==> src/rtl/tx_pcs_framer.sv <==
// Purpose : frame PCS adapter words into 8-bit {sync header, scrambled payload}, lock to MFI, insert marker at MFI 0.
// Latency : one register stage; the word presented before edge N+1 is visible on Tx_Word after edge N+1.
// Backpres: none -- one word per Ck in and out; Tx_Word_Vld marks framed words (SYNC only).
//
// Ports
//   Ck, Rs          clock; synchronous active-low reset
//   Tx_PCS_MFI      multiframe index 0-255 from the PCS adapter
//   Tx_PCS_SH_Res   overhead bit carried in the sync header of non-marker words
//   Tx_PCS_Dat      6-bit payload
//   Scr_En          1 = apply keystream, 0 = keystream forced to zero (LFSR still runs)
//   Tx_Word         [7:6] sync header, [5:0] payload
//   Tx_Word_Vld     Tx_Word holds a framed word
//   Lock            tracker is in SYNC
//   Mfi_Err         one-cycle pulse on an MFI mismatch while in SYNC
//   Mfi_Err_Cnt     saturating count of Mfi_Err pulses

module tx_pcs_framer #(
    parameter int unsigned LOSS_TH    = 4,       // 1..15 consecutive misses before dropping lock
    parameter logic [5:0]  AM_PAYLOAD = 6'h2A,
    parameter logic [6:0]  SCR_SEED   = 7'h7F,
    parameter int unsigned ERR_CNT_W  = 16
) (
    input  logic                 Ck,
    input  logic                 Rs,
    input  logic [7:0]           Tx_PCS_MFI,
    input  logic                 Tx_PCS_SH_Res,
    input  logic [5:0]           Tx_PCS_Dat,
    input  logic                 Scr_En,
    output logic [7:0]           Tx_Word,
    output logic                 Tx_Word_Vld,
    output logic                 Lock,
    output logic                 Mfi_Err,
    output logic [ERR_CNT_W-1:0] Mfi_Err_Cnt
);

    typedef enum logic {
        HUNT = 1'b0,
        SYNC = 1'b1
    } state_t;

    localparam logic [3:0]           LOSS_LIM = 4'(LOSS_TH);
    localparam logic [ERR_CNT_W-1:0] CNT_ONE  = 1;
    localparam logic [7:0]           IDLE     = 8'h00;

    // Registered state
    state_t               state;
    logic [7:0]           exp_mfi;
    logic [3:0]           miss_cnt;
    logic [6:0]           lfsr;

    // Next-state / next-output values
    state_t               state_nxt;
    logic [7:0]           exp_mfi_nxt;
    logic [3:0]           miss_nxt;
    logic [6:0]           lfsr_nxt;
    logic [7:0]           word_nxt;
    logic                 vld_nxt;
    logic                 err_nxt;
    logic [ERR_CNT_W-1:0] cnt_nxt;

    // Datapath helpers
    logic [5:0]           key_raw;
    logic [5:0]           key;
    logic [6:0]           lfsr_adv;
    logic                 is_am;
    logic [7:0]           built_word;
    logic [3:0]           miss_inc;

    // Six LFSR steps (x^7+x^6+1). Returns {keystream[5:0], new state}.
    // The first generated bit lands in keystream bit 5, the last in bit 0,
    // so the keystream lines up MSB-first with the payload.
    function automatic logic [12:0] lfsr_run6(input logic [6:0] s_in);
        logic [6:0] s;
        logic [5:0] k;
        logic       o;
        s = s_in;
        k = '0;
        for (int i = 5; i >= 0; i--) begin
            o    = s[6] ^ s[5];
            k[i] = o;
            s    = {s[5:0], o};
        end
        return {k, s};
    endfunction

    always_comb begin
        {key_raw, lfsr_adv} = lfsr_run6(lfsr);
        key        = Scr_En ? key_raw : 6'h00;
        is_am      = (Tx_PCS_MFI == 8'd0);
        // Marker words carry a fixed 2'b11 header, so SH_Res is not transmitted for them.
        built_word = is_am ? {2'b11, AM_PAYLOAD}
                           : {Tx_PCS_SH_Res, ~Tx_PCS_SH_Res, Tx_PCS_Dat ^ key};
        miss_inc   = miss_cnt + 4'd1;
    end

    // Next-state and output decode
    always_comb begin
        state_nxt   = state;
        exp_mfi_nxt = exp_mfi;
        miss_nxt    = miss_cnt;
        // The scrambler free-runs in both states; only the marker position reseeds it,
        // so the receiver can recover the keystream from the marker alone.
        lfsr_nxt    = is_am ? SCR_SEED : lfsr_adv;
        word_nxt    = IDLE;
        vld_nxt     = 1'b0;
        err_nxt     = 1'b0;
        cnt_nxt     = Mfi_Err_Cnt;

        case (state)
            HUNT: begin
                if (is_am) begin
                    state_nxt   = SYNC;
                    exp_mfi_nxt = 8'd1;
                    miss_nxt    = 4'd0;
                    word_nxt    = built_word;
                    vld_nxt     = 1'b1;
                end
            end

            SYNC: begin
                // Always track the received index, so a single slip costs one miss
                // and the following in-order word already matches again.
                exp_mfi_nxt = Tx_PCS_MFI + 8'd1;
                if (Tx_PCS_MFI == exp_mfi) begin
                    miss_nxt = 4'd0;
                    word_nxt = built_word;
                    vld_nxt  = 1'b1;
                end else begin
                    err_nxt = 1'b1;
                    if (!(&Mfi_Err_Cnt)) begin
                        cnt_nxt = Mfi_Err_Cnt + CNT_ONE;
                    end
                    if (miss_inc == LOSS_LIM) begin
                        // Lock lost: this word already goes out as idle.
                        state_nxt = HUNT;
                        miss_nxt  = 4'd0;
                    end else begin
                        miss_nxt = miss_inc;
                        word_nxt = built_word;
                        vld_nxt  = 1'b1;
                    end
                end
            end

            default: begin
                state_nxt = HUNT;
            end
        endcase
    end

    always_ff @(posedge Ck) begin
        if (!Rs) begin
            state       <= HUNT;
            exp_mfi     <= 8'd0;
            miss_cnt    <= 4'd0;
            lfsr        <= SCR_SEED;
            Tx_Word     <= IDLE;
            Tx_Word_Vld <= 1'b0;
            Mfi_Err     <= 1'b0;
            Mfi_Err_Cnt <= '0;
        end else begin
            state       <= state_nxt;
            exp_mfi     <= exp_mfi_nxt;
            miss_cnt    <= miss_nxt;
            lfsr        <= lfsr_nxt;
            Tx_Word     <= word_nxt;
            Tx_Word_Vld <= vld_nxt;
            Mfi_Err     <= err_nxt;
            Mfi_Err_Cnt <= cnt_nxt;
        end
    end

    assign Lock = (state == SYNC);

endmodule
==> config.mk <==
export PLATFORM = sky130hd
export DESIGN_NAME = tx_pcs_framer
export DESIGN_NICKNAME = d
export VERILOG_FILES = /design/src/rtl/tx_pcs_framer.sv
export SDC_FILE = /design/constraint.sdc
export NUM_CORES = 1
export LEC_CHECK = 0
export ABC_AREA = 1
export ABC_CLOCK_PERIOD_IN_PS = 3950
export CORE_UTILIZATION = 57
export DETAILED_ROUTE_END_ITERATION = 7
export MAX_ROUTING_LAYER = met4
export PLACE_DENSITY_LB_ADDON = 0.15
export SETUP_SLACK_MARGIN = 0.5
export SYNTH_ARGS = -nofsm -noshare
export SYNTH_HDL_FRONTEND = slang
export SYNTH_SLANG_ARGS = --single-unit
==> constraint.sdc <==
create_clock -name Ck -period 3.95 [get_ports Ck]
set_input_delay 0.79 -clock Ck [delete_from_list [all_inputs] [get_ports Ck]]
set_output_delay 0.79 -clock Ck [all_outputs]
set_load 0.005 [all_outputs]
=== Word level (Yosys, flattened, before mapping) ===
Cells that the tools add are included.

* Flip-flop bits (word level): 45
* Bits in read-only memories: 0
* Memories: 0
* Logic and storage cells: 47
* Output and inout bits: 27
* Bits in latches: 0
* Input bits: 18
* Memory bits (writable): 0

* Reduce and logical (&&, ||, !) cells: 5
* Divide/modulo/power cells: 0
* $mul: 0
* Equality and inequality tests: 3
* Shift-type cells: 0
* Magnitude comparators: 0
* Multiplexer cells: 17
* $add $sub $neg: 3
* Bitwise logic cells: 12

{| class="wikitable"
|+ Operator list
! kind !! number
|-
| $mux W8 || 5
|-
| $pmux W8 S2 || 2
|-
| $add A16 B1 Y16 const B || 1
|-
| $reduce_and A16 Y1 || 1
|-
| $mux W4 || 3
|-
| $add A8 B1 Y8 const B || 1
|-
| $eq A8 B8 Y1 || 1
|-
| $logic_not A8 Y1 || 1
|-
| $pmux W4 S2 || 1
|-
| $mux W6 || 1
|-
| $xor A1 B1 Y1 || 6
|-
| $xor A6 B6 Y6 || 1
|-
| $not A1 Y1 || 5
|-
| $add A4 B1 Y4 const B || 1
|-
| $eq A4 B3 Y1 const B || 1
|-
| $mux W1 || 4
|-
| $reduce_and A3 Y1 || 1
|-
| $ne A2 B2 Y1 const B || 1
|-
| $pmux W1 S2 || 1
|-
| $reduce_and A2 Y1 || 1
|-
| $reduce_or A2 Y1 || 1
|}

=== Logic depth before layout (Yosys ltp) ===
Gate-level depths: netlist of the first run.

* Depth in word-level cells: 7
* Mapped depth: 12
* Depth with buffers taken out: 11

=== Worst setup path before layout of the first run ===
Ideal clock, no wire load.

* Path kind: input to register
* Start point: input Tx_PCS_MFI[0]
* End point: register miss_cnt[3]
* Stages on the path: 10
* Required time: 3826 ps
* Setup time: 124 ps
* Slack: 2126 ps
* Buffers on the path: 1
* Data arrival time: 1700 ps
* Path through: inv_1 -> ha_1 -> inv_1 -> nor3_1 -> nand3_1 -> nand2_1 -> inv_1 -> buf_2 -> nand3_1 -> o21ai_0

* Word-level cells in the longest chain between the ends: 3
* Elaborated cells between the ends (all ways): 5
* Classes of those cells: eq/ne: 2; mux: 2; reduce/logical: 1

{| class="wikitable"
|+ Ends and longest elaborated chain
! what !! line !! text
|-
| start, declared || 25 || <nowiki>input logic [7:0] Tx_PCS_MFI,</nowiki>
|-
| $eq A8 B8 Y1 || 124 || <nowiki>if (Tx_PCS_MFI == exp_mfi) begin</nowiki>
|-
| $mux W4 || 124 ||
|-
| $pmux W4 S2 || 109 || <nowiki>case (state)</nowiki>
|-
| end signal, assigned || 164 || <nowiki>miss_cnt <= miss_nxt;</nowiki>
|-
| end, declared || 48 || <nowiki>logic [3:0] miss_cnt;</nowiki>
|}

Parallel ways exist; a longest one is shown, timed or not.
A chain may end at the register's enable or synchronous reset.

=== Worst setup path in the final report of the first run ===
* Start point: register state, in the netlist Lock
* End point: output Lock

{| class="wikitable"
|+ RTL lines
! what !! line !! text
|-
| start, declared || 46 || <nowiki>state_t state;</nowiki>
|-
| start signal, assigned || 162 || <nowiki>state <= state_nxt;</nowiki>
|-
| end, declared || 31 || <nowiki>output logic Lock,</nowiki>
|}

No word-level cell between the ends.

==> impl_metrics.csv, run 1 <==
group,metric,value,unit
run_status,outcome,"completed",
synthesis,ys_seq_area_frac,0.3579,
global_routing,antenna_found_initial,0,
floorplan,io-pin-count,45,
timing,fin_skew,10.59,ps
synthesis,synth_mux_area_frac,0,
timing,period_share,0.6511,
pwr,peakVddDrop,0.3082,mV
route,wl_met2,2603,microns
placement,pre_cts_slack,1300,ps
synthesis,yosys_warnings,0,
clocking,cts_setup_buffers,0,
route,drc,0,
route,ant_nets,0,
floorplan,die_y,68.46,microns
synthesis,synth_cells,370,
synthesis,synth_compound_area_frac,0.07505,
worst_setup_path,path_max_fanout,20,
clocking,cts_tree,"done",
global_routing,grtUsageTotal,0.2637,
synthesis,synth-simple-area-share,0.3807,
finish,n_antenna_cell,0,
worst_setup_path,critPathBufInv,1,
timing,maxClockFrequency,388.8,MHz
run,maxCapViolations,0,
synthesis,yosysTopAreaCell,"dfxtp_1",
finish,syn2layout_area_growth,21.52,%
route,drt_iter0_drc,148,
clocking,clk_pin_slew_worst_paths,90,ps
global_routing,grt.overflow.total,0,
finish,fill_cells,329,
route,routed_wl,5459,microns
pwr,p_per_area,311.4,nW/um^2
clocking,cts-buffers-inserted,5,
route,vias,2439,
synthesis,syn_nets,393,
clocking,root_buffer,"clkbuf_8",
clocking,cts_buffer_depth,2,
floorplan,start_util,0.6117,
timing,rsz0062_at_grt,"false",
timing,fin_worst_hold_slack,475.9,ps
finish,utilization,0.7434,
floorplan,coreArea,4115,sq um
floorplan,die_w,68.46,microns
placement,gp_congestion,0.8956,
pwr,p_int,0.6891,mW
synthesis,yosys.area.top_type_share,0.3579,
pwr,seqPwrFrac,0.530,
worst_setup_path,critPathLaunchType,"register",
worst_setup_path,cp.required,3160,ps
clocking,cts_htree_levels,2,
worst_hold_path,hold_path_class,"reg -> reg",
pwr,switchingPower,0.2634,mW
synthesis,synth_area,2517,sq um
worst_setup_path,critPathTopFamily,"flip-flops",
synthesis,avgSynthCellArea,6.804,sq um
route,wl_met3,289,microns
floorplan,die_area,4686,sq um
clocking,insertion_delay,300,ps
synthesis,synthArstFlopShare,0,
worst_setup_path,crit_path_end_kind,"primary output",
finish,drive_gt1_frac,0.06295,
route,drt_pass1_iterations,4,
clocking,cts_resized,0,
floorplan,rows,23,
global_routing,first_global_vias,2059,
worst_setup_path,crit_slowest_cell,"dfxtp_1",
synthesis,synth_seq_cells,45,
synthesis,ys_dominant_reg_cell,"dfxtp_1",
global_routing,grt_max_degree,23,
route,via_per_inst,5.268,
route,routedWlPerCell,11.79,microns
worst_setup_path,cpPeakStageDelay,830,ps
timing,tns,0,ps
synthesis,synth_edf_count,0,
pwr,combPwrFrac,0.168,
finish,final_cell_mix,"nand2_1, dfxtp_1, clkdlybuf4s50_1",
worst_setup_path,arrival,1780,ps
worst_setup_path,path_class,"reg -> out",
synthesis,synthAdderAreaFrac,0.02485,
pwr,power.total,0.9525,mW
finish,final_nets,435,
finish,layout_commonest_cell,"nand2_1",
pwr,leakagePower,1.240,nW
clocking,cts_hold_buf,0,
synthesis,synth.area.top_cells,"dfxtp_1, nand2_1, inv_1, nand3_1, xor2_1",
worst_setup_path,crit_chain,"clkdlybuf4s50_1",
synthesis,synth_xor_area_frac,0.07654,
timing,setup_ws,1378,ps
pwr,p_clk_frac,0.302,
route,maxUsedRoutingLayer,"met4",
placement,hpwl,4128,microns
finish,seqCellArea,900.9,sq um
timing,finalCriticalPeriod,2572,ps
synthesis,synth_top_family_by_area,"simple AND/OR/NAND/NOR gates",
finish,multi_input_area,1403,sq um
timing,maxSlewViolCount,0,
placement,numPortBuffers,44,
timing,final_hold_viol_count,0,
timing,worst_pin_slew,775.4,ps
global_routing,grt_pass1_wl,8907,microns
clocking,cts_sinks,45,
timing,finalSetupViolCount,0,
synthesis,synth_cell_types,29,
timing,slew_headroom,0.4824,
route,wl_met1,2446,microns
pwr,swShare,0.2765,
## Yosys cell counts, types with 5 or more instances
| library cell | instances |
|---|---|
| inv_1 | 42 |
| or2_2 | 7 |
| nand2_1 | 113 |
| nor2_1 | 30 |
| ha_1 | 5 |
| xor2_1 | 15 |
| o21ai_0 | 8 |
| nand4_1 | 13 |
| nand3_1 | 31 |
| a21oi_1 | 23 |
| nor3_1 | 5 |
| xnor2_1 | 7 |
| dfxtp_1 | 45 |
## kinds of logic after synthesis
group,after synthesis
compound gates,35
simple gates,211
flops,45
fa+ha+maj,5
xor+xnor,22
buf+inv,52
## through the flow
stage,instances,area (sq um)
after CTS,463,3059
after global placement,455,2969
final,463,3059
after floorplan,370,2517
after global routing,463,3059
after detailed placement,455,2969
## flip-flops by register name, summed over array words and instances, names as in the netlist
signal,flops
lfsr,7
Lock,1
Mfi_Err,1
exp_mfi,8
miss_cnt,4
Mfi_Err_Cnt,16
Tx_Word,8
## power groups by stage
stage,clock network [mW],registers (mW),logic [mW]
CTS,0.292,0.505,0.161
finish,0.287,0.505,0.160
global route,0.313,0.510,0.181
global placement,0,0.514,0.155
detailed placement,0,0.516,0.160
floorplan,0,0.512,0.117
## final timing paths
| path | start | to | slack [ps] | depth (start not counted) |
|---|---|---|---|---|
| max | Lock | Lock | 1380 | 1 |
| min | lfsr[0] | lfsr[6] | 480 | 1 |
| max reg2reg | Lock | Tx_Word[3] | 2020 | 5 |
| min reg2reg | lfsr[0] | lfsr[6] | 480 | 1 |
## final cells by class
type                            count  share of cell area
Multi-Input combinational cell    273              0.4585
Sequential cell                    45              0.2945
Timing Repair Buffer               44              0.1440
Inverter                           43             0.05317
Clock buffer                        5             0.02249
Tap cell                           50             0.02045
Clock inverter                      3            0.006953
## per-layer routing
layer / track usage / vias up
met5: - / -
met4: 0.1224 / 0
met1: 0.3215 / 1100
met2: 0.4240 / 66
met3: 0.04167 / 11
li1: - / 1262
Power figures use the tool's default switching activity.
==> run 2, diff against run 1 <==
--- a/config.mk
+++ b/config.mk
@@ -6,8 +6,8 @@
 export NUM_CORES = 1
 export LEC_CHECK = 0
 export ABC_AREA = 1
-export ABC_CLOCK_PERIOD_IN_PS = 3950
-export CORE_UTILIZATION = 57
+export ABC_CLOCK_PERIOD_IN_PS = 2460
+export CORE_UTILIZATION = 53
 export DETAILED_ROUTE_END_ITERATION = 7
 export MAX_ROUTING_LAYER = met4
 export PLACE_DENSITY_LB_ADDON = 0.15
==> constraint.sdc (replaced) <==
create_clock -name Ck -period 2.46 [get_ports Ck]
set_input_delay 0.492 -clock Ck [delete_from_list [all_inputs] [get_ports Ck]]
set_output_delay 0.492 -clock Ck [all_outputs]
set_load 0.005 [all_outputs]
==> run 2 against run 1 <==
Combinational power rose by 65%. First-iteration DRC count fell by 51%. Worst setup slack got worse by 760 ps. Worst hold slack improved by 3.9 ps. Die area rose by 7.3%. Sequential power rose by 60%. Sequential share of layout area fell by 0.79 points. Core utilization fell by 4.1 points. Critical path depth rose by 10. Clock skew fell by 2.5 ps. Largest cell class unchanged. Clock power rose by 92%. Sequential cell count did not move.
==> impl_metrics.csv, run 2 (synthesis gave the netlist of run 1 again) <==
group,metric,value,unit
timing,worst_pin_slew,479.9,ps
worst_setup_path,path_max_fanout,9,
pwr,seqPwrFrac,0.498,
global_routing,grt_pass1_wl,9397,microns
worst_setup_path,worstReg2RegEnd,"Mfi_Err_Cnt[0]",
pwr,peakVddDrop,0.4314,mV
worst_setup_path,path_class,"in -> reg",
worst_setup_path,rr_worst_depth,9,
finish,fill_cells,404,
clocking,cts-buffers-inserted,5,
route,drt_iter0_drc,73,
worst_setup_path,critPathBufInv,2,
pwr,p_int,1.213,mW
worst_setup_path,crit_chain,"clkdlybuf4s50_1, inv_1, nand2_1, nand2_1, nor2_1, nand2_1, nor2_1, nor2_2, nand2_1, nand3_2, nor2_1",
finish,n_antenna_cell,0,
worst_setup_path,crit_path_end_kind,"register",
floorplan,coreArea,4474,sq um
timing,period_share,0.7493,
timing,slew_headroom,0.6767,
clocking,insertion_delay,290,ps
timing,fin_worst_hold_slack,479.8,ps
global_routing,grt.overflow.total,0,
pwr,switchingPower,0.4119,mW
pwr,leakagePower,1.300,nW
timing,setup_ws,616.6,ps
finish,syn2layout_area_growth,24.85,%
worst_setup_path,critPathLaunchType,"primary input",
route,drt_pass1_iterations,6,
placement,gp_congestion,0.8897,
timing,rsz0062_at_grt,"true",
worst_setup_path,crit_top_cell,"nand2_1",
worst_setup_path,rrSetupSlack,690,ps
pwr,swShare,0.2535,
clocking,cts_sinks,45,
placement,hpwl,4304,microns
finish,layout_commonest_cell,"nand2_1",
pwr,p_clk_frac,0.339,
worst_setup_path,r2r-start,"Mfi_Err_Cnt[0]",
finish,stdcell_area,3143,sq um
timing,finalSetupViolCount,0,
run_status,outcome,"completed",
placement,dpl_cell_area,3009,sq um
floorplan,rows,24,
clocking,cts_htree_levels,2,
timing,fin_skew,8.100,ps
global_routing,antenna_found_initial,0,
finish,largest-register,"Mfi_Err_Cnt",
global_routing,grtUsageTotal,0.2401,
finish,final_nets,440,
timing,maxSlewViolCount,0,
route,drc,0,
route,vias,2397,
pwr,combPwrFrac,0.163,
worst_hold_path,min_to,"lfsr[6]",
pwr,p_per_area,517.0,nW/um^2
timing,maxClockFrequency,542.5,MHz
timing,final_hold_viol_count,0,
placement,pre_cts_slack,111.6,ps
route,routedWlPerCell,12.09,microns
clocking,cts_hold_buf,0,
worst_setup_path,cp-startpoint,"Tx_PCS_MFI[7]",
global_routing,grt_max_degree,19,
pwr,power.total,1.625,mW
clocking,cts_tree,"done",
clocking,cts_buffer_depth,2,
worst_hold_path,worstHoldStart,"lfsr[0]",
timing,tns,0,ps
floorplan,die_area,5030,sq um
clocking,cts_setup_buffers,0,
finish,final_cell_mix,"nand2_1, dfxtp_1, clkdlybuf4s50_1",
floorplan,io-pin-count,45,
run,maxCapViolations,0,
clocking,root_buffer,"clkbuf_8",
global_routing,first_global_vias,2109,
worst_setup_path,cp.required,2690,ps
route,ant_nets,0,
worst_hold_path,hold_path_class,"reg -> reg",
route,routed_wl,5683,microns
floorplan,start_util,0.5626,
finish,largest_reg_flops,16,
route,via_per_inst,5.100,
floorplan,die_y,70.92,microns
placement,numPortBuffers,44,
worst_setup_path,critPathTopFamily,"simple AND/OR/NAND/NOR gates",
finish,drive_gt1_frac,0.08852,
timing,finalCriticalPeriod,1843,ps
clocking,clk_pin_slew_worst_paths,80,ps
finish,reg_top3,"Mfi_Err_Cnt x16, Tx_Word x8, exp_mfi x8",
floorplan,die_w,70.92,microns
worst_hold_path,hold_depth,1,
worst_setup_path,crit_slowest_cell,"clkdlybuf4s50_1",
worst_setup_path,cpPeakStageDelay,540,ps
worst_setup_path,arrival,2070,ps
==> run 2: cell count changes in the layout (fill, tap and decap cells not counted), sizes merged <==
cell,before,now
clkdlybuf4s50,44,41
dlymetal6s2s,0,3
buf,0,5
clkbuf,5,6
inv,43,42
bufinv,0,1
clkinvlp,1,0
==> run 2: per-stage QoR <==
step,cells,util
floorplan,370,-
global placement,462,0.6725
detailed placement,462,0.6725
CTS,470,0.6985
global route,470,0.7025
finish,470,0.7025
==> run 2: layer usage <==
| metal | up-vias | GRT usage | wire length [microns] |
|---|---|---|---|
| li1 | 1269 | - | - |
| met1 | 1077 | 0.3096 | 2585 |
| met2 | 44 | 0.3921 | 2828 |
| met3 | 7 | 0.03989 | 200 |
| met4 | 0 | 0.06444 | 70 |
| met5 | - | - | 0 |
==> run 2: timing repair <==
| action | CTS | global route |
|---|---|---|
| resized for setup | 3 | 7 |
| pin swaps | 1 | 1 |
| hold endpoints to repair | 0 | 0 |
| setup endpoints to repair | 18 | 25 |
==> run 2: worst max-delay path by stage <==
| stage | endpoint | cells after the start |
|---|---|---|
| 2_1_floorplan | Mfi_Err_Cnt[1] | 10 |
| 3_3_place_gp | miss_cnt[0] | 10 |
| 3_5_place_dp | miss_cnt[0] | 10 |
| 4_1_cts | miss_cnt[0] | 10 |
| 5_1_grt | Tx_Word[5] | 11 |
| 6_report | Tx_Word[7] | 11 |
==> run 2: final cells by class <==
| class | count | area [sq um] | area share |
|---|---|---|---|
| Sequential cell | 45 | 900.9 | 0.2866 |
| Clock buffer | 6 | 72.57 | 0.02309 |
| Tap cell | 52 | 65.06 | 0.02070 |
| Multi-Input combinational cell | 273 | 1418 | 0.4510 |
| Clock inverter | 2 | 38.79 | 0.01234 |
| Inverter | 43 | 162.7 | 0.05175 |
| Timing Repair Buffer | 49 | 485.5 | 0.1545 |
==> run 2: power by group through the flow <==
stage                     clock [mW]  combinational [mW]  sequential [mW]
after floorplan                    0               0.187            0.822
after global placement             0               0.258            0.826
after detailed placement           0               0.263            0.828
after CTS                      0.566               0.266            0.810
after global routing           0.600               0.298            0.815
final                          0.551               0.264            0.810
==> run 3, diff against run 2 <==
--- a/config.mk
+++ b/config.mk
@@ -6,7 +6,7 @@
 export NUM_CORES = 1
 export LEC_CHECK = 0
 export ABC_AREA = 1
-export ABC_CLOCK_PERIOD_IN_PS = 2460
+export ABC_CLOCK_PERIOD_IN_PS = 1900
 export CORE_UTILIZATION = 53
 export DETAILED_ROUTE_END_ITERATION = 7
 export MAX_ROUTING_LAYER = met4
==> constraint.sdc (replaced) <==
create_clock -name Ck -period 1.9 [get_ports Ck]
set_input_delay 0.38 -clock Ck [delete_from_list [all_inputs] [get_ports Ck]]
set_output_delay 0.38 -clock Ck [all_outputs]
set_load 0.005 [all_outputs]
==> run 3 against run 2 <==
The flow now finishes with violations (DRC). Largest power group unchanged. Final cell count rose by 13%. Clock power rose by 40%. Critical path depth fell by 1. Clock-buffer cell count fell by 1. Sequential share of layout area fell by 4.0 points. Clock skew fell by 2.7 ps.
==> impl_metrics.csv, run 3 (synthesis gave the netlist of run 1 again) <==
group,metric,value,unit
worst_hold_path,hold_path_class,"in -> reg",
global_routing,antenna_found_initial,0,
floorplan,start_util,0.5626,
route,drt_iter0_drc,310,
finish,stdcell_area,3909,sq um
worst_setup_path,crit_path_end_kind,"register",
pwr,leakagePower,1.794,nW
clocking,clk_pin_slew_worst_paths,100,ps
pwr,peakVddDrop,0.7824,mV
worst_hold_path,hold_depth,4,
clocking,cts_htree_levels,2,
worst_setup_path,arrival,1820,ps
floorplan,die_area,5030,sq um
timing,worst_pin_slew,319.5,ps
floorplan,coreArea,4474,sq um
timing,period_share,0.8277,
timing,tns,0,ps
placement,dpl_cell_area,3211,sq um
clocking,root_buffer,"clkbuf_8",
floorplan,die_w,70.92,microns
floorplan,io-pin-count,45,
finish,final_nets,502,
finish,largest-register,"Mfi_Err_Cnt",
finish,drive_gt1_frac,0.3604,
timing,finalCriticalPeriod,1573,ps
worst_setup_path,path_class,"reg -> reg",
finish,n_antenna_cell,0,
timing,rsz0062_at_grt,"true",
clocking,cts_sinks,45,
clocking,cts-buffers-inserted,5,
pwr,power.total,2.199,mW
timing,final_hold_viol_count,0,
route,vias,2997,
worst_setup_path,rrSetupSlack,330,ps
run,maxCapViolations,0,
clocking,cts_buffer_depth,2,
timing,finalSetupViolCount,0,
route,via_per_inst,5.633,
run_status,outcome,"finished, violations left",
route,routed_wl,8340,microns
finish,syn2layout_area_growth,55.27,%
global_routing,first_global_vias,2668,
finish,largest_reg_flops,16,
finish,layout_commonest_cell,"nand2_1",
route,drt_pass1_iterations,7,
clocking,insertion_delay,310,ps
pwr,p_per_area,562.5,nW/um^2
worst_setup_path,cp.required,2150,ps
route,ant_nets,0,
global_routing,grt_pass1_wl,11650,microns
global_routing,grt.overflow.total,0,
finish,final_cell_mix,"nand2_1, buf_4, inv_1",
placement,numPortBuffers,44,
timing,fin_skew,5.423,ps
timing,slew_headroom,0.7862,
floorplan,rows,24,
finish,reg_top3,"Mfi_Err_Cnt x16, Tx_Word x8, exp_mfi x8",
route,routedWlPerCell,15.68,microns
clocking,cts_tree,"done",
run_status,failed_checks,"DRC",
global_routing,grtUsageTotal,0.3031,
finish,utilization,0.8736,
global_routing,grt_max_degree,17,
route,drc,6,
worst_setup_path,path_max_fanout,8,
floorplan,die_y,70.92,microns
worst_setup_path,rr_worst_depth,10,
timing,maxClockFrequency,635.9,MHz
placement,hpwl,4283,microns
timing,maxSlewViolCount,0,
worst_setup_path,critPathLaunchType,"register",
placement,gp_congestion,0.9179,
## run 3: critical path, cell delays in order (launching register included)
cell,delay [ps]
dfxtp_4,380
buf_6,100
ha_4,150
nand2_4,50
nor2_4,120
nand2_2,90
clkinv_4,80
nand3_4,120
nand3_4,200
nand2_2,100
a21oi_2,120
## run 3: timing repair
| item | 4_1_cts | 5_1_grt |
|---|---|---|
| endpoints found under the setup margin | 72 | 38 |
| cloned | 2 | 0 |
| resized for setup | 93 | 65 |
| hold buffers | 0 | 0 |
| pin swaps | 10 | 26 |
| buffers inserted | 27 | 10 |
## run 3: worst paths after layout
path             startpoint         endpoint
max reg2reg  Mfi_Err_Cnt[0]  Mfi_Err_Cnt[13]
min reg2reg      exp_mfi[2]       exp_mfi[2]
min           Tx_PCS_MFI[5]       exp_mfi[6]
max          Mfi_Err_Cnt[0]  Mfi_Err_Cnt[13]
## run 3: power by group
part	leakage, nW	total [mW]	internal, mW	switching [mW]
Combinational	1.35	0.392	0.199	0.194
Clock	0.0603	0.774	0.403	0.371
Sequential	0.382	1.03	0.986	0.0460
Total	1.79	2.20	1.59	0.611
## run 3: metrics by stage
step | hold WS [ps] | std cells | worst slack [ps]
6_report | 465.7 | 532 | 327.4
5_1_grt | 492.3 | 532 | 251.5
4_1_cts | 484.4 | 522 | 380.8
3_5_place_dp | 455.1 | 485 | -200.1
3_3_place_gp | 463.4 | 485 | -206.0
2_1_floorplan | 438.1 | 370 | 478.4
## run 3: layer usage
layer	global-route usage	up-vias	share of wire
li1	-	1406	-
met2	0.5353	159	0.51
met4	0.1133	0	0.035
met1	0.3432	1404	0.38
met3	0.05128	28	0.070
met5	-	-	0
## run 3: layout make-up
cell class	count	area [sq um]
Clock buffer	5	68.82
Fill cell	239	565.5
Inverter	43	181.4
Multi-Input combinational cell	275	1664
Sequential cell	45	965.9
Timing Repair Buffer	109	913.4
Clock inverter	3	50.05
Tap cell	52	65.06
